### config.mk
export PLATFORM = sky130hd
export DESIGN_NAME = lsu_mem_ctrl
export DESIGN_NICKNAME = d
export VERILOG_FILES = /design/src/rtl/lsu_pkg.sv /design/src/rtl/lsu_ea_calc.sv /design/src/rtl/lsu_mem_ctrl.sv
export SDC_FILE = /design/constraint.sdc
export NUM_CORES = 1
export LEC_CHECK = 0
export BUFFER_PORTS_ARGS = -buffer_cell sky130_fd_sc_hd__buf_2
export CAP_MARGIN = 10
export CORE_MARGIN = 3
export CORE_UTILIZATION = 55
export DETAILED_ROUTE_END_ITERATION = 8
export PLACE_DENSITY = 0.84
export SYNTH_ARGS = -nofsm -noshare
export SYNTH_HDL_FRONTEND = slang
export SYNTH_SLANG_ARGS = --single-unit
export TNS_END_PERCENT = 30
### constraint.sdc
create_clock -name clk -period 3.5 [get_ports clk]
set_input_delay 0.35 -clock clk [delete_from_list [all_inputs] [get_ports clk]]
set_output_delay 0.35 -clock clk [all_outputs]
set_load 0.05 [all_outputs]
### src/rtl/lsu_pkg.sv
// Shared types, widths and helpers for the load/store unit memory controller.
package lsu_pkg;

  typedef enum logic [1:0] {
    IDLE  = 2'd0,
    ISSUE = 2'd1,
    WAIT  = 2'd2,
    RESP  = 2'd3
  } lsu_state_e;

  localparam int OFF_W     = 16;
  localparam int REG_IDX_W = 5;
  localparam int BASE_W    = 32;

  function automatic logic signed [BASE_W-1:0] sext_off(input logic signed [OFF_W-1:0] off);
    return {{(BASE_W-OFF_W){off[OFF_W-1]}}, off};
  endfunction

endpackage

### src/rtl/lsu_ea_calc.sv
// Effective-address adder: base + sign-extended offset, plus word-range check.
module lsu_ea_calc
  import lsu_pkg::*;
#(
  parameter int ADDR_W = 8
) (
  input  logic [BASE_W-1:0] base,
  input  logic [OFF_W-1:0]  offset,
  output logic [BASE_W-1:0] ea,
  output logic              in_range
);

  always_comb begin
    // Two's-complement add wraps modulo 2^32, which is the intended behaviour.
    ea       = base + sext_off(offset);
    in_range = (ea[BASE_W-1:ADDR_W] == '0);
  end

endmodule

### src/rtl/lsu_mem_ctrl.sv
// Sequences one lw/sw at a time onto a single-port synchronous data memory.
module lsu_mem_ctrl
  import lsu_pkg::*;
#(
  parameter int DATA_W  = 32,
  parameter int ADDR_W  = 8,
  parameter int MEM_LAT = 1
) (
  input  logic                 clk,
  input  logic                 rst_n,
  input  logic                 req_valid,
  output logic                 req_ready,
  input  logic                 req_we,
  input  logic [BASE_W-1:0]    req_base,
  input  logic [OFF_W-1:0]     req_offset,
  input  logic [DATA_W-1:0]    req_wdata,
  input  logic [REG_IDX_W-1:0] req_rd,
  output logic                 mem_en,
  output logic                 mem_we,
  output logic [ADDR_W-1:0]    mem_addr,
  output logic [DATA_W-1:0]    mem_wdata,
  input  logic [DATA_W-1:0]    mem_rdata,
  output logic                 rsp_valid,
  input  logic                 rsp_ready,
  output logic                 rsp_we,
  output logic [REG_IDX_W-1:0] rsp_rd,
  output logic [DATA_W-1:0]    rsp_data,
  output logic                 rsp_err,
  output logic                 busy
);

  localparam int CNT_W = 2;

  lsu_state_e           state_q, state_d;
  logic [CNT_W-1:0]     cnt_q, cnt_d;
  logic                 we_q, we_d;
  logic [REG_IDX_W-1:0] rd_q, rd_d;
  logic [ADDR_W-1:0]    addr_q, addr_d;
  logic [DATA_W-1:0]    wdata_q, wdata_d;
  logic [DATA_W-1:0]    rsp_data_q, rsp_data_d;
  logic                 err_q, err_d;

  logic [BASE_W-1:0]    ea;
  logic                 ea_in_range;
  logic                 accept;
  logic                 unused_ea_hi;

  lsu_ea_calc #(.ADDR_W(ADDR_W)) u_ea_calc (
    .base     (req_base),
    .offset   (req_offset),
    .ea       (ea),
    .in_range (ea_in_range)
  );

  // Upper EA bits only matter for the range check done inside the adder.
  assign unused_ea_hi = ^ea[BASE_W-1:ADDR_W];
  assign accept       = req_valid && (state_q == IDLE);

  always_ff @(posedge clk or negedge rst_n) begin
    if (!rst_n) state_q <= IDLE;
    else        state_q <= state_d;
  end

  always_comb begin
    state_d = state_q;
    case (state_q)
      IDLE:    if (req_valid) state_d = ea_in_range ? ISSUE : RESP;
      ISSUE:   state_d = we_q ? RESP : WAIT;
      WAIT:    if (cnt_q == '0) state_d = RESP;
      RESP:    if (rsp_ready) state_d = IDLE;
      default: state_d = IDLE;
    endcase
  end

  always_comb begin
    req_ready = (state_q == IDLE);
    busy      = (state_q != IDLE);
    mem_en    = (state_q == ISSUE);
    mem_we    = (state_q == ISSUE) && we_q;
    rsp_valid = (state_q == RESP);
  end

  // Address/write data update only when a real access is coming, so the memory
  // port holds its last values between strobes.
  always_comb begin
    cnt_d      = cnt_q;
    we_d       = we_q;
    rd_d       = rd_q;
    addr_d     = addr_q;
    wdata_d    = wdata_q;
    rsp_data_d = rsp_data_q;
    err_d      = err_q;
    if (accept) begin
      we_d       = req_we;
      rd_d       = req_rd;
      err_d      = !ea_in_range;
      rsp_data_d = '0;
      if (ea_in_range) begin
        addr_d  = ea[ADDR_W-1:0];
        wdata_d = req_wdata;
      end
    end
    if (state_q == ISSUE) cnt_d = CNT_W'(MEM_LAT - 1);
    if (state_q == WAIT) begin
      if (cnt_q == '0) rsp_data_d = mem_rdata;
      else             cnt_d      = cnt_q - 1'b1;
    end
  end

  always_ff @(posedge clk or negedge rst_n) begin
    if (!rst_n) begin
      cnt_q      <= '0;
      we_q       <= 1'b0;
      rd_q       <= '0;
      addr_q     <= '0;
      wdata_q    <= '0;
      rsp_data_q <= '0;
      err_q      <= 1'b0;
    end else begin
      cnt_q      <= cnt_d;
      we_q       <= we_d;
      rd_q       <= rd_d;
      addr_q     <= addr_d;
      wdata_q    <= wdata_d;
      rsp_data_q <= rsp_data_d;
      err_q      <= err_d;
    end
  end

  assign mem_addr  = addr_q;
  assign mem_wdata = wdata_q;
  assign rsp_we    = we_q;
  assign rsp_rd    = rd_q;
  assign rsp_data  = rsp_data_q;
  assign rsp_err   = err_q;

endmodule

# == Yosys cells after proc, flatten, opt, wreduce, memory -nomap -nowiden ==
# Index checks and enable logic that the tools add are counted.
# word_totals
ff_bits,83
out_inout_bits,84
# classes
n_addsub,2
n_eq_ne,6
n_mux,12
reduce_logical,9
# op_table
op,n
$mux 32,3
$add 32x32->32,1
$logic_not 24->1,1
$mux 2,7
$pmux 2 s4,1
$eq 2x2->1 const B,2
$logic_not 2->1,2
$ne 2x2->1 const B,2
$reduce_and 3->1,1
$eq 2x1->1 const B,1
$logic_and 1x1->1,2
$ne 2x1->1 const B,1
$reduce_and 2->1,1
$reduce_bool 2->1,1
$sub 2x1->2 const B,1
$logic_not 1->1,1
$mux 1,1

# == Depth between registers and ports, before layout ==
# depth
word_depth,5
depth_mapped,12

# == Modules after synthesis ==
# A second synthesis with hierarchy kept.
# hier_totals
cells_unflattened,562
area_unflattened_um2,5635.4
# modules_own_cells
module,n_inst,cells_per_inst,area_per_inst_um2,seq_area_each_um2
lsu_mem_ctrl,1,271,3633.5,2077.0
lsu_ea_calc,1,291,2001.9,0.0

# == Worst setup path before layout ==
# Ideal clock, no wire load.
# synth_timing
path_type,input to register
start,input port req_base[12]
end,"register addr_q[7], in the netlist mem_addr[7]"
setup_ns,0.125
arrival_ns,3.323
required_time_ns,3.375
setup_slack_ns,0.052
cell_stages,12
path_buffers,2
path_cell_list,ha_1 buf_6 a211oi_2 nor2_1 or4_1 o211ai_2 a211oi_1 or3_1 a2111oi_4 nand4_4 buf_6 mux2_4
# synth_via
elab_chain_cells,3
# synth_lines
element,line_no,rtl
start: declaration,lsu_mem_ctrl.sv:14,"input logic [BASE_W-1:0] req_base,"
$add 32x32->32,lsu_ea_calc.sv:15,ea = base + sext_off(offset);
$logic_not 24->1,lsu_ea_calc.sv:16,in_range = (ea[BASE_W-1:ADDR_W] == '0);
$reduce_and 2->1 (no line),n/a,
end signal: assignment,lsu_mem_ctrl.sv:123,addr_q <= addr_d;
end: declaration,lsu_mem_ctrl.sv:38,"logic [ADDR_W-1:0] addr_q, addr_d;"
# Every way passes these cells.
# A chain may end at the register's enable or synchronous reset.

# == Worst setup path after layout ==
# layout_timing
start,input port req_offset[15]
end,"register wdata_q[20], in the netlist mem_wdata[20]"
# layout_via
elab_chain_cells,3
# layout_lines
element,line_no,rtl
start: declaration,lsu_mem_ctrl.sv:15,"input logic [OFF_W-1:0] req_offset,"
$add 32x32->32,lsu_ea_calc.sv:15,
$logic_not 24->1,lsu_ea_calc.sv:16,
$reduce_and 2->1 (no line),n/a,
end signal: assignment,lsu_mem_ctrl.sv:124,wdata_q <= wdata_d;
end: declaration,lsu_mem_ctrl.sv:39,"logic [DATA_W-1:0] wdata_q, wdata_d;"
# Every way passes these cells.

==> results.json <==
{
  "syn_inst": 601,
  "fill_cells": 689,
  "hold_buffers": 0,
  "rsz0062_at_grt": "false",
  "wirelength_mm": 18.7,
  "ant_nets": 0,
  "drt_iter0_drc": 498,
  "yosysWarnings": 0,
  "clockBufferDepth": 2,
  "io_buffers": 205,
  "fin_util": 0.751,
  "worst_pin_slew_ns": 1.13,
  "viasPerCell": 5.86,
  "pin_count": 206,
  "m1WireLength_mm": 7.10,
  "grt_max_degree": 84,
  "grtUsageTotal": 0.316,
  "die_h_um": 107,
  "cts_root_buf": "clkbuf_8",
  "ys_ff_latch": 83,
  "regArea_um2": 2080,
  "firstDrtPassIters": 8,
  "diodes": 0,
  "die-area_um2": 11500,
  "power_uw": 4220,
  "start_util": 0.573,
  "wl_met2_mm": 9.42,
  "final_net_count": 1017,
  "leakagePower_uw": 0.00395,
  "dp_hpwl_mm": 14.5,
  "highest_layer": "met5",
  "grt_pass1_vias": 5703,
  "power_density_nw_per_um2": 569,
  "syn_avg_cell_area_um2": 9.40,
  "multi_input_area_um2": 3350,
  "ir_drop_uv": 508,
  "worstSetupPathType": "primary input to register",
  "setup_viol": 0,
  "clock-sinks": 83,
  "dr_wl_met3_mm": 1.48,
  "r2r_start": "state_q[0]$_DFFE_PN0P_",
  "syn_area_um2": 5650,
  "area_growth_pct": 31.1,
  "grt-ovfl-total": 0,
  "clock_latency_ns": 0.35,
  "arrival_ns": 3.52,
  "netlist_top_cells_count": "nand2_1, dfrtp_1, o21ai_0",
  "ys_seq_area_frac": 0.368,
  "fin_worst_skew_ns": 0.0102,
  "hold_viol": 0,
  "fin_crit_ns": 3.28,
  "fmax_mhz": 305,
  "numCtsBuffers": 9,
  "yosys-top-cells-area": "dfrtp_1, mux2_4, ha_1",
  "synth-async-reset-ratio": 1.00,
  "synth_edf_count": 0,
  "synth_flop_cell": "dfrtp_1",
  "hp-class": "primary input to asynchronous set/reset pin",
  "dp_cells": 981,
  "drive_gt1_frac": 0.417,
  "cts_tree": "done",
  "fp-row-count": 36,
  "setup.worst_path.start_class": "primary input",
  "reg2reg_depth": 5,
  "die_x_um": 107,
  "critPathMaxFanout": 23,
  "crit_path_end_kind": "register",
  "grt_pass1_wl_mm": 28.9,
  "status": "finished, final reports clean",
  "antenna_found_initial": 1,
  "synth_nets": 759,
  "regToRegSetupSlack_ns": 1.24,
  "cp.required_ns": 3.74,
  "drv_cap": 0,
  "remaining_drc_errors": 0,
  "fin_cells": 997,
  "slew_viol_final": 0,
  "htree_levels": 3,
  "core-area_um2": 9860,
  "synth_most_common_cell": "nand2_1",
  "ys_types": 68,
  "wl_per_cell_um": 18.7,
  "place_congestion": 0.920,
  "finalCritPeriodShare": 0.938,
  "clk_pin_slew_ns": 0.09,
  "slew_headroom": 0.248,
  "synthDominantCellAreaShare": 0.368,
  "rr_endpoint": "rsp_data[5]$_DFF_PN0_",
  "yosys.area.top_type": "dfrtp_1",
  "num_vias": 5840
}
[worst max-delay path, cell delays in order]
cell      delay (ns)
buf_2           0.14
buf_4           0.15
ha_1            0.31
a21oi_1         0.29
o21ai_0         0.21
nor2_1          0.14
a31oi_1         0.11
buf_4           0.16
a21boi_0        0.28
mux2_2          0.40
and4_2          0.28
nand4_4         0.14
buf_12          0.22
mux2_4          0.33
[repair_timing]
action,in CTS,in global routing
gates resized for setup,0,2
setup buffers,0,0
endpoints found under the setup margin,0,4
[registers in the layout, summed over array words and instances (netlist names)]
| register | count |
|---|---|
| rsp_we | 1 |
| cnt_q | 2 |
| rsp_data | 32 |
| mem_wdata | 32 |
| rsp_rd | 5 |
| rsp_err | 1 |
| state_q | 2 |
| mem_addr | 8 |
[per-stage QoR]
stage	setup WS, ns	TNS (ns)	instance area [um2]	hold slack, ns
CTS	0.201	0	7400	0.182
global route	0.0366	0	7410	0.190
global placement	-0.158	-5.94	7240	0.471
floorplan	0.0523	0	5650	0.0544
detailed placement	-0.168	-6.02	7240	0.479
finish	0.217	0	7410	0.164
[layout by cell type (no fill, tap or decap), drive strengths merged, types with 6 or more instances in the layout]
cell type  count
o21ai         58
nor3           8
buf          281
o21a          11
inv           10
nor2          34
xor2          10
o211ai         7
nand4         16
mux2          47
a21oi         40
dfrtp         83
a21o           6
a211oi        11
clkbuf        11
nand2        106
ha            35
[kinds of logic (layout without fill, tap and decap cells)]
family | after synthesis | count (layout) | synth area share
AO/OA/AOI/OAI | 169 | 169 | 0.190
XOR/XNOR | 15 | 15 | 0.0232
adder cells (fa/ha/maj) | 36 | 36 | 0.0810
buffers and inverters | 44 | 307 | 0.0434
flip-flops | 83 | 83 | 0.368
multiplexers | 50 | 50 | 0.125
AND/OR/NAND/NOR | 204 | 204 | 0.170
[power breakdown]
group | leakage (uW) | internal [uW] | switching, uW | total, uW
Sequential | 0.00109 | 1180 | 128 | 1310
Clock | 0.0000791 | 255 | 347 | 602
Combinational | 0.00278 | 640 | 1670 | 2310
[worst max-delay path by stage]
stage | slack [ns] | endpoint | cells past startpoint | startpoint
2_1_floorplan | 0.05 | mem_addr[7]$_DFFE_PN0P_ | 12 | req_base[12]
3_3_place_gp | -0.16 | mem_wdata[21]$_DFFE_PN0P_ | 14 | req_base[0]
3_5_place_dp | -0.17 | mem_wdata[16]$_DFFE_PN0P_ | 14 | req_base[0]
4_1_cts | 0.20 | mem_wdata[20]$_DFFE_PN0P_ | 14 | req_base[0]
5_1_grt | 0.04 | mem_wdata[24]$_DFFE_PN0P_ | 13 | req_base[0]
6_report | 0.22 | mem_wdata[20]$_DFFE_PN0P_ | 14 | req_offset[15]
[routing by layer]
metal	GRT usage	vias up
met3	0.0780	59
met5	0	-
met1	0.368	2797
li1	-	2703
met2	0.559	279
met4	0.124	2
[area by class of cell]
cell class / instances / share of cell area
flip-flops and latches: 83 / 0.280
clock inverters: 5 / 0.00405
inverters: 10 / 0.00506
clock buffers: 11 / 0.0177
well taps: 133 / 0.0225
repair buffers: 281 / 0.219
multi-input cells: 474 / 0.451
No activity file was read; power rests on OpenSTA's default activity.
